<file path="src/rtl/board_io_frontend.sv">
// board_io_frontend
//   Front end between the raw board pins and application logic.
//   - KEY (active-low push-buttons) and SW (slide switches) are passed through a
//     2-flop synchroniser and a per-bit debouncer. Debounced levels and
//     single-cycle press/release/change pulses come out of registers.
//   - The 7-segment path captures a hex value and a blank mask on hex_load.
//     It drives NUM_HEX active-low digits from a registered decode.
//     Leading-zero and per-digit blanking are applied in that decode.
// Ports
//   CLOCK_50        in   system clock, rising edge
//   RESET_N         in   asynchronous active-low reset. Deassertion is expected
//                        to be synchronous to CLOCK_50 (board reset synchroniser)
//   KEY[NUM_KEYS]   in   raw buttons, 0 = pressed
//   SW[NUM_SW]      in   raw switches
//   key_level       out  debounced button state, 1 = pressed
//   key_press       out  one-cycle pulse when key_level rises
//   key_release     out  one-cycle pulse when key_level falls
//   sw_level        out  debounced switch state
//   sw_change       out  one-cycle pulse when sw_level changes
//   hex_value       in   nibble i drives digit i (digit 0 rightmost)
//   hex_load        in   capture hex_value / hex_blank_mask
//   hex_blank_mask  in   1 = force digit off
//   HEX             out  active-low segments, digit i = [7i+6:7i], bit0=a..bit6=g
module board_io_frontend #(
  parameter int NUM_KEYS        = 4,
  parameter int NUM_SW          = 10,
  parameter int NUM_HEX         = 6,
  parameter int DB_CYCLES       = 500000,
  parameter int LEAD_ZERO_BLANK = 1
) (
  input  logic                   CLOCK_50,
  input  logic                   RESET_N,
  input  logic [NUM_KEYS-1:0]    KEY,
  input  logic [NUM_SW-1:0]      SW,
  output logic [NUM_KEYS-1:0]    key_level,
  output logic [NUM_KEYS-1:0]    key_press,
  output logic [NUM_KEYS-1:0]    key_release,
  output logic [NUM_SW-1:0]      sw_level,
  output logic [NUM_SW-1:0]      sw_change,
  input  logic [4*NUM_HEX-1:0]   hex_value,
  input  logic                   hex_load,
  input  logic [NUM_HEX-1:0]     hex_blank_mask,
  output logic [7*NUM_HEX-1:0]   HEX
);

  localparam int NUM_IN = NUM_KEYS + NUM_SW;
  localparam int CW     = $clog2(DB_CYCLES);

  // Keys sit in the low bits of the combined input vector. Their sync flops idle
  // at 1 (released) and are inverted after synchronisation, so that the
  // debouncer works on "1 = active" for every bit.
  localparam logic [NUM_IN-1:0] KEY_BITS = {{NUM_SW{1'b0}}, {NUM_KEYS{1'b1}}};
  localparam logic [CW-1:0]     CNT_LAST = CW'(DB_CYCLES - 1);

  logic [NUM_IN-1:0] r_meta;
  logic [NUM_IN-1:0] r_sync;
  logic [NUM_IN-1:0] w_act;
  logic [NUM_IN-1:0] r_stable;
  logic [NUM_IN-1:0] r_rise;
  logic [NUM_IN-1:0] r_fall;
  logic [CW-1:0]     r_cnt [NUM_IN];

  // ---------------------------------------------------------------- inputs
  always_ff @(posedge CLOCK_50 or negedge RESET_N) begin
    if (!RESET_N) begin
      r_meta <= KEY_BITS;
      r_sync <= KEY_BITS;
    end else begin
      r_meta <= {SW, KEY};
      r_sync <= r_meta;
    end
  end

  assign w_act = r_sync ^ KEY_BITS;

  // The counter tracks consecutive samples that differ from the accepted level.
  // On the sample where it would reach DB_CYCLES, the level flips and the
  // counter clears. The counter therefore never exceeds DB_CYCLES-1.
  always_ff @(posedge CLOCK_50 or negedge RESET_N) begin
    if (!RESET_N) begin
      r_stable <= '0;
      r_rise   <= '0;
      r_fall   <= '0;
      for (int i = 0; i < NUM_IN; i++) r_cnt[i] <= '0;
    end else begin
      r_rise <= '0;
      r_fall <= '0;
      for (int i = 0; i < NUM_IN; i++) begin
        if (w_act[i] == r_stable[i]) begin
          r_cnt[i] <= '0;
        end else if (r_cnt[i] == CNT_LAST) begin
          r_cnt[i]    <= '0;
          r_stable[i] <= w_act[i];
          r_rise[i]   <= w_act[i];
          r_fall[i]   <= ~w_act[i];
        end else begin
          r_cnt[i] <= r_cnt[i] + CW'(1);
        end
      end
    end
  end

  assign key_level   = r_stable[NUM_KEYS-1:0];
  assign key_press   = r_rise[NUM_KEYS-1:0];
  assign key_release = r_fall[NUM_KEYS-1:0];
  assign sw_level    = r_stable[NUM_IN-1:NUM_KEYS];
  assign sw_change   = r_rise[NUM_IN-1:NUM_KEYS] | r_fall[NUM_IN-1:NUM_KEYS];

  // --------------------------------------------------------------- display
  logic [4*NUM_HEX-1:0] r_hex_val;
  logic [NUM_HEX-1:0]   r_hex_mask;
  logic [7*NUM_HEX-1:0] w_hex_next;

  function automatic logic [6:0] seg_decode(input logic [3:0] n);
    case (n)
      4'h0: return 7'h40;
      4'h1: return 7'h79;
      4'h2: return 7'h24;
      4'h3: return 7'h30;
      4'h4: return 7'h19;
      4'h5: return 7'h12;
      4'h6: return 7'h02;
      4'h7: return 7'h78;
      4'h8: return 7'h00;
      4'h9: return 7'h10;
      4'hA: return 7'h08;
      4'hB: return 7'h03;
      4'hC: return 7'h46;
      4'hD: return 7'h21;
      4'hE: return 7'h06;
      default: return 7'h0E;
    endcase
  endfunction

  always_ff @(posedge CLOCK_50 or negedge RESET_N) begin
    if (!RESET_N) begin
      r_hex_val  <= '0;
      r_hex_mask <= '0;
    end else if (hex_load) begin
      r_hex_val  <= hex_value;
      r_hex_mask <= hex_blank_mask;
    end
  end

  genvar gi;
  generate
    for (gi = 0; gi < NUM_HEX; gi++) begin : g_digit
      logic [3:0] w_nib;
      logic       w_upper_zero;
      logic       w_blank;
      assign w_nib        = r_hex_val[4*gi +: 4];
      // This digit and every digit to its left are zero. Digit 0 is excluded
      // below, so that a value of zero still shows "0".
      assign w_upper_zero = (r_hex_val[4*NUM_HEX-1:4*gi] == '0);
      assign w_blank      = r_hex_mask[gi] |
                            ((LEAD_ZERO_BLANK != 0) && (gi != 0) && w_upper_zero);
      assign w_hex_next[7*gi +: 7] = w_blank ? 7'h7F : seg_decode(w_nib);
    end
  endgenerate

  always_ff @(posedge CLOCK_50 or negedge RESET_N) begin
    if (!RESET_N) HEX <= '1;
    else          HEX <= w_hex_next;
  end

endmodule

</file>
<file path="config.mk">
export PLATFORM = sky130hd
export DESIGN_NAME = board_io_frontend
export DESIGN_NICKNAME = d
export VERILOG_FILES = /design/src/rtl/board_io_frontend.sv
export SDC_FILE = /design/constraint.sdc
export NUM_CORES = 1
export LEC_CHECK = 0
export BUFFER_PORTS_ARGS = -buffer_cell sky130_fd_sc_hd__clkbuf_2
export CORE_MARGIN = 2
export CORE_UTILIZATION = 65
export CTS_BUF_LIST = sky130_fd_sc_hd__clkbuf_16
export DETAILED_ROUTE_END_ITERATION = 6
export PLACE_DENSITY_LB_ADDON = 0.25
export SLEW_MARGIN = 20
export SYNTH_ARGS = -nofsm -noshare
export SYNTH_HDL_FRONTEND = slang
export SYNTH_SLANG_ARGS = --single-unit
</file>
<file path="constraint.sdc">
create_clock -name CLOCK_50 -period 3.4 [get_ports CLOCK_50]
set_clock_uncertainty 0.15 [all_clocks]
set_input_delay 0.17 -clock CLOCK_50 [delete_from_list [all_inputs] [get_ports CLOCK_50]]
set_output_delay 0.17 -clock CLOCK_50 [all_outputs]
set_load 0.005 [all_outputs]
</file>
== Word level (Yosys, flattened, before mapping) ==
Memories as Yosys holds them, arrays and structs flattened.
Cells that the tools add are included.
W data, S select, Z words.

* Order comparisons: 0
* Multiply operators: 0
* Reductions and logical operators: 19
* Div/mod/pow operators: 0
* Shift operators: 0
* Equal/unequal tests: 28
* Bitwise operators: 35
* $add $sub $neg: 14
* Muxes and demuxes: 90

{| class="wikitable"
|+ Operators with widths
! kind !! count
|-
| $mux W19 || 28
|-
| $add A19 B1 Y19 const B || 14
|-
| $eq A19 B19 Y1 const B || 14
|-
| $mux W1 || 56
|-
| $mux W7 || 6
|-
| $not A1 Y1 || 28
|-
| $reduce_and A2 Y1 || 14
|-
| $logic_not A20 Y1 || 1
|-
| $logic_not A16 Y1 || 1
|-
| $eq A1 B1 Y1 || 14
|-
| $logic_not A12 Y1 || 1
|-
| $or A10 B10 Y10 || 1
|-
| $logic_not A8 Y1 || 1
|-
| $or A1 B1 Y1 || 5
|-
| $logic_not A4 Y1 || 1
|-
| $not A4 Y4 || 1
|}

* Latch bits: 0
* Output and inout bits: 74
* Register bits after elaboration: 408
* Bits in writable memories: 0
* Memories kept: 6
* ROM bits: 672

{| class="wikitable"
|+ Memory list
! name !! depth !! width !! read ports !! clocked after memory_dff !! write ports !! RTL line !! source
|-
| (no name shown) || 16 || 7 || 1 || 0 || 0 || 115 || <nowiki>case (n)</nowiki>
|-
| (no name shown) || 16 || 7 || 1 || 0 || 0 || 115 ||
|-
| (no name shown) || 16 || 7 || 1 || 0 || 0 || 115 ||
|-
| (no name shown) || 16 || 7 || 1 || 0 || 0 || 115 ||
|-
| (no name shown) || 16 || 7 || 1 || 0 || 0 || 115 ||
|-
| (no name shown) || 16 || 7 || 1 || 0 || 0 || 115 ||
|}

== Longest topological paths before layout ==
Gate-level depths: netlist of run 1.

* Word-level depth: 4
* Gate-level depth with buffers: 7

== Least setup slack after synthesis of run 1 ==
OpenSTA, ideal clock, no wires.

* Kind: register -> register
* Start: register r_cnt[209] in the netlist's numbering
* End: register r_cnt[215] in the netlist's numbering
* Slack: 1.277 ns
* Setup time: 0.132 ns
* Cell stages (with the launch flop): 7
* Clock period less this slack: 2.123 ns
* Data required time: 3.118 ns
* Arrival time: 1.841 ns
* Cells stage by stage: dfrtp_1 -> ha_1 -> nand4_1 -> or2_1 -> o31ai_2 -> clkbuf_1 -> nor2_1

* Cells in the longest elaborated chain, start to end: 3

{| class="wikitable"
|+ RTL lines
! what !! RTL line !! source
|-
| from (decl) || 61 || <nowiki>logic [CW-1:0] r_cnt [NUM_IN];</nowiki>
|-
| from (signal, indexed assignment) || 97 || <nowiki>r_cnt[i] <= r_cnt[i] + CW'(1);</nowiki>
|-
| $add A19 B1 Y19 / $eq A19 B19 Y1 (equally long branches) || 97, 91 ||
|-
| $mux W19 (*) || 91 || <nowiki>end else if (r_cnt[i] == CNT_LAST) begin</nowiki>
|-
| $mux W19 (*) || 89 || <nowiki>if (w_act[i] == r_stable[i]) begin</nowiki>
|}

Every way passes the cells marked *; elsewhere a longest branch is shown, timed or not.
A chain may end at the register's enable or synchronous reset.

== Final worst setup path of run 1 ==
* Start: register r_cnt[228] in the netlist's numbering
* End: register r_cnt[245] in the netlist's numbering

The elaborated chain is that of the path after synthesis.

==> results of run 1 <==
## synth_stat cells, drive strengths merged, types with 32 or more instances
cell / count / area [sq um]
dfrtp: 358 / 8960
nor2: 229 / 860
nand2: 134 / 503
xnor2: 109 / 955
nand3: 96 / 490
nand4: 80 / 526
xor2: 79 / 692
o21ai: 71 / 355
a21oi: 69 / 345
inv: 51 / 191
or3: 51 / 319
dfstp: 50 / 1310
ha: 46 / 576
clkbuf: 40 / 150
or4: 37 / 278
nor3: 36 / 180
o31ai: 35 / 308
nor4: 34 / 213
and3: 32 / 200
nor3b: 32 / 240
## cell families (layout without fill, tap and decap cells)
group           Yosys count  after routing  synth area share (%)
simple gates            863            863                  23.6
flops                   408            408                  53.0
compound gates          225            225                  7.28
xor+xnor                188            188                  8.49
buf+inv                 112            313                  2.39
fa+ha+maj                46             46                  2.97
mux                      39             39                  2.31
## flip-flops by register name, indices dropped and copies added (netlist names)
| signal | cells |
|---|---|
| r_rise | 14 |
| r_hex_mask | 6 |
| r_hex_val | 24 |
| r_cnt | 266 |
| r_fall | 14 |
| r_meta | 14 |
| HEX | 42 |
| r_stable | 14 |
| r_sync | 14 |
## power by group through the flow
stage / registers [mW] / clock network, mW / logic [mW]
after detailed placement: 5.32 / 0 / 0.677
after global placement: 5.32 / 0 / 0.654
after global routing: 5.27 / 4.88 / 0.820
after floorplan: 5.27 / 0 / 0.386
final: 5.25 / 4.59 / 0.731
after CTS: 5.25 / 4.68 / 0.727
## layer usage
layer | vias up | part of all wire, % | global-route usage [%]
met5 | - | 0 | 0
met4 | 0 | 2.2 | 7.82
met3 | 86 | 5.0 | 4.27
met2 | 416 | 49 | 44.6
met1 | 7209 | 43 | 35.2
li1 | 7000 | - | -
## through the flow
step,setup slack [ps],util [%],instances,area [sq um]
global placement,1160,69.2,2348,20400
global route,811,75.4,2472,22200
detailed placement,1040,69.2,2348,20400
CTS,1020,75.4,2472,22200
floorplan,1280,-,1881,19400
finish,1010,75.4,2472,22200
## critical path: stages (launching register included)
cell and delay (ps):
dfrtp_1 410, ha_1 230, nand4_1 280, or2_1 350
o31ai_2 500, buf_4 280, a21oi_1 60
## layout make-up
| class | count | area [sq um] |
|---|---|---|
| Fill cell | 1978 | 7250 |
| Inverter | 51 | 191 |
| Sequential cell | 408 | 10300 |
| Tap cell | 390 | 488 |
| Clock buffer | 45 | 1130 |
| Multi-Input combinational cell | 1361 | 8650 |
| Clock inverter | 34 | 258 |
| Timing Repair Buffer | 183 | 1250 |
## path summary, 6_finish.rpt
kind	to	from	cells past startpoint	slack, ps
min in group CLOCK_50	r_meta[2]$_DFF_PN1_	KEY[2]	2	110
worst max-delay path	r_cnt[245]$_DFF_PN0_	r_cnt[228]$_DFF_PN0_	6	1010
worst min-delay path	r_cnt[6]$_DFF_PN0_	RESET_N	2	50
worst min register to register	r_sync[4]$_DFF_PN0_	r_meta[4]$_DFF_PN0_	0	200
max in group asynchronous	r_sync[2]$_DFF_PN1_	RESET_N	3	2150
worst max register to register	r_cnt[245]$_DFF_PN0_	r_cnt[228]$_DFF_PN0_	6	1010
## what timing repair did
| action | in CTS | in global routing |
|---|---|---|
| hold buffers | 45 | 0 |
| hold endpoints to repair | 151 | 0 |
| resized for setup | 0 | 0 |
==> results_dict.tcl, run 1 <==
set metrics [dict create \
    power_mw 10.6 \
    synthArstFlopShare_pct 100 \
    h-tree-depth 2 \
    synth_edf_count 0 \
    grt_pass1_vias 14600 \
    syn-num-nets 1974 \
    drc 0 \
    p_leak_nw 9.44 \
    grt_overflow 0 \
    p_int_mw 8.08 \
    crit_type "reg -> reg" \
    core-area_sq_um 29500 \
    synth_area_sq_um 19400 \
    cts.path.max_buffers 3 \
    power_density_nw_per_um2 476 \
    ys_seq_area_share_pct 53.0 \
    die_h_um 177 \
    avgSynthCellArea_sq_um 10.3 \
    required_ps 3650 \
    tns_ps 0 \
    crit_path_start_kind "register" \
    final_nets 2141 \
    switching_share_pct 23.5 \
    grt_use_total_pct 26.3 \
    rows 63 \
    clkTransAtPathRegs_ps 60 \
    antenna_found_initial 0 \
    cp_max_fo 10 \
    tightest_slew_ps 948 \
    max_freq_ghz 0.419 \
    drtIter0Drc 872 \
    place.detailed.hpwl_um 25900 \
    routedWlPerCell_um 16.2 \
    start_util_pct 65.8 \
    syn_inst 1881 \
    n_antenna_cell 0 \
    grt_start_max_net_pins 89 \
    grt_pass1_wl_um 69000 \
    synthFlopType "dfrtp_1" \
    ys_ff_latch 408 \
    yosysWarnings 0 \
    synth_cell_types 57 \
    clockRootBuffer "clkbuf_16" \
    switchingPower_mw 2.49 \
    ant_nets 0 \
    final_cell_mix "dfrtp_1, nor2_1, nand2_1" \
    gp_congestion 0.879 \
    slew_violations 0 \
    io_pins 121 \
    cap_violations 0 \
    cts_buffers 43 \
    finalHoldViolCount 0 \
    ir_drop_mv 0.402 \
    comb_power_share_pct 6.9 \
    maxSlewHeadroom_pct 36.8 \
    clkLatencyLatePin_ps 530 \
    cts.sinks 408 \
    finalWirelength_um 40100 \
    critPathArrivalTime_ps 2640 \
    pwr-share-clk_pct 43.4 \
    hold_class "in -> async" \
    dr.pass1.iters 5 \
    setup_viol 0 \
    rsz0062_at_grt "no" \
    fin_crit_ps 2390 \
    pwr-share-seq_pct 49.7 \
    dieArea_sq_um 31200 \
    drive_gt1_share_pct 14.9 \
    cts_setup_buffers 0 \
    end_kind "register" \
    portBuffers 120 \
    tritoncts "done" \
    layout_commonest_cell "dfrtp_1" \
    area_delta_synth_final_pct 14.7 \
    num_vias 14700 \
    hold_slack_ps 46.4 \
    status "finished, final reports clean" \
    die_w_um 177 \
    period_share_pct 70.3 \
    vias_per_cell 5.95 \
]
No activity file was read; power rests on OpenSTA's default activity.
==> inputs of run 2 (changes only) <==
- CORE_UTILIZATION: 65 -> 55
- clock period: 3.4 -> 1.9 ns (I/O delays scaled with it)
==> run 2 against run 1 <==
  * The flow now finishes with violations (setup timing)
  * Largest power group unchanged
  * Core utilization is 0.93 points lower
  * Die area is 18% higher
  * Clock power increased by 85%
  * Combinational power grew 140%
  * First-iteration DRC count fell by 5.4%
  * Register-to-register slack worse by 1100 ps
  * Flip-flop and latch count stayed put
  * Global-route usage shrank 1.3 points
==> results_dict.tcl, run 2 (synthesis results as in run 1) <==
set metrics [dict create \
    ir_drop_mv 0.651 \
    pwr-share-seq_pct 47.6 \
    clkTransAtPathRegs_ps 60 \
    switchingPower_mw 4.71 \
    tns_ps -634 \
    hold_class "in -> reg" \
    wl_met1_um 19700 \
    clockRootBuffer "clkbuf_16" \
    p_leak_nw 11.2 \
    place.detailed.hpwl_um 29300 \
    reg_top3 "r_cnt x266, HEX x42, r_hex_val x24" \
    grt_pass1_vias 16200 \
    slew_violations 0 \
    drtIter0Drc 825 \
    final_nets 2450 \
    layout_commonest_cell "dfrtp_1" \
    gp_congestion 0.885 \
    final_cell_mix "dfrtp_1, buf_4, nor2_1" \
    crit_path_start_kind "register" \
    max_freq_ghz 0.501 \
    cts.sinks 408 \
    violations "setup timing" \
    clkLatencyLatePin_ps 560 \
    area_delta_synth_final_pct 33.0 \
    r2r_slack_ps -90 \
    comb_power_share_pct 9.0 \
    num_vias 16000 \
    wl_met2_um 23700 \
    status "finished with violations" \
    cts.path.max_buffers 3 \
    drive_gt1_share_pct 32.5 \
    portBuffers 120 \
    end_kind "register" \
    required_ps 2200 \
    p_int_mw 14.9 \
    tritoncts "done" \
    io_pins 121 \
    routedWlPerCell_um 16.4 \
    drc 0 \
    preCtsSetupSlack_ps -95.2 \
    setup_viol 25 \
    timing.final.ws_setup_ps -95.0 \
    dr_wl_met3_um 2220 \
    grt_use_total_pct 25.0 \
    die_w_um 192 \
    start_util_pct 56.0 \
    crit_type "reg -> reg" \
    antenna_found_initial 0 \
    grt_pass1_wl_um 76300 \
    critPathArrivalTime_ps 2300 \
    cp_max_fo 4 \
    n_antenna_cell 0 \
    dr.pass1.iters 5 \
    period_share_pct 105 \
    largest_reg_flops 266 \
    die_h_um 192 \
    pwr-share-clk_pct 43.4 \
    regMostFlops "r_cnt" \
    core-area_sq_um 34600 \
    dieArea_sq_um 36800 \
    rows 68 \
    rsz0062_at_grt "yes" \
    finalHoldViolCount 0 \
    h-tree-depth 2 \
    cts_buffers 45 \
    grt_start_max_net_pins 66 \
    cap_violations 0 \
    ant_nets 0 \
    vias_per_cell 5.62 \
    switching_share_pct 24.1 \
    tightest_slew_ps 645 \
    power_density_nw_per_um2 759 \
    maxSlewHeadroom_pct 57.0 \
    fin_crit_ps 1990 \
    grt_overflow 0 \
    highest_layer "met4" \
    power_mw 19.6 \
    finalWirelength_um 46600 \
]
## run 2: cell count changes in the layout (fill, tap and decap cells not counted), moves of 16 or more
cell and delta:
nor2_1 -16, dfrtp_1 -17, or4_4 +20, nor4_1 -17
buf_4 +273, dfrtp_2 +17, a21oi_2 +20, a21oi_1 -20
buf_6 +20, or4_1 -20
## run 2: timing repair
item / 4_1_cts / 5_1_grt
hold buffers: 52 / 0
pin swaps: 26 / 77
buffers inserted: 21 / 42
gates cloned: 0 / 3
endpoints found under the setup margin: 32 / 230
hold endpoints to repair: 406 / 0
resized for setup: 19 / 181
## run 2: worst paths after layout
kind	startpoint	to	cells past startpoint
setup reg to reg	r_cnt[102]$_DFF_PN0_	r_stable[8]$_DFFE_PN0P_	4
max in group asynchronous	RESET_N	r_sync[2]$_DFF_PN1_	4
hold reg to reg	r_meta[7]$_DFF_PN0_	r_sync[7]$_DFF_PN0_	0
min in group asynchronous	RESET_N	r_stable[7]$_DFFE_PN0P_	3
hold / removal	SW[9]	r_meta[13]$_DFF_PN0_	2
setup / recovery	r_cnt[102]$_DFF_PN0_	r_stable[8]$_DFFE_PN0P_	4
## run 2: power by group through the flow
stage / clock, mW / combinational, mW / sequential, mW
detailed placement: 0 / 1.53 / 9.45
CTS: 8.64 / 1.66 / 9.30
finish: 8.50 / 1.77 / 9.32
global route: 9.02 / 1.96 / 9.35
global placement: 0 / 1.49 / 9.44
floorplan: 0 / 0.706 / 9.43
## run 2: critical path, stage by stage (launching register included)
cell and delay (ps):
dfrtp_1 440, nor4_4 320, nand2_1 130, or4_4 570, mux2_2 290
## run 2: per-layer routing
metal / up-vias / global-route usage, %
met3: 85 / 4.55
li1: 7634 / -
met5: - / 0
met1: 7919 / 32.2
met2: 353 / 43.0
met4: 0 / 8.08
## run 2: per-stage QoR
step | instance area, sq um | util (%) | hold WS [ps] | cells
global placement | 22500 | 65.0 | -103 | 2648
detailed placement | 22500 | 65.0 | -103 | 2648
floorplan | 19600 | - | -351 | 1881
finish | 25800 | 74.5 | 25.2 | 2845
CTS | 24700 | 71.3 | 0.860 | 2801
global route | 25800 | 74.5 | 7.09 | 2845
## run 2: area by class of cell
type                    count  area [sq um]
fillers                  2267          8840
multi-input cells        1361          9590
clock buffers              45          1130
clock inverters            35           285
well taps                 455           569
inverters                  51           191
flip-flops and latches    408         10300
repair buffers            490          3730
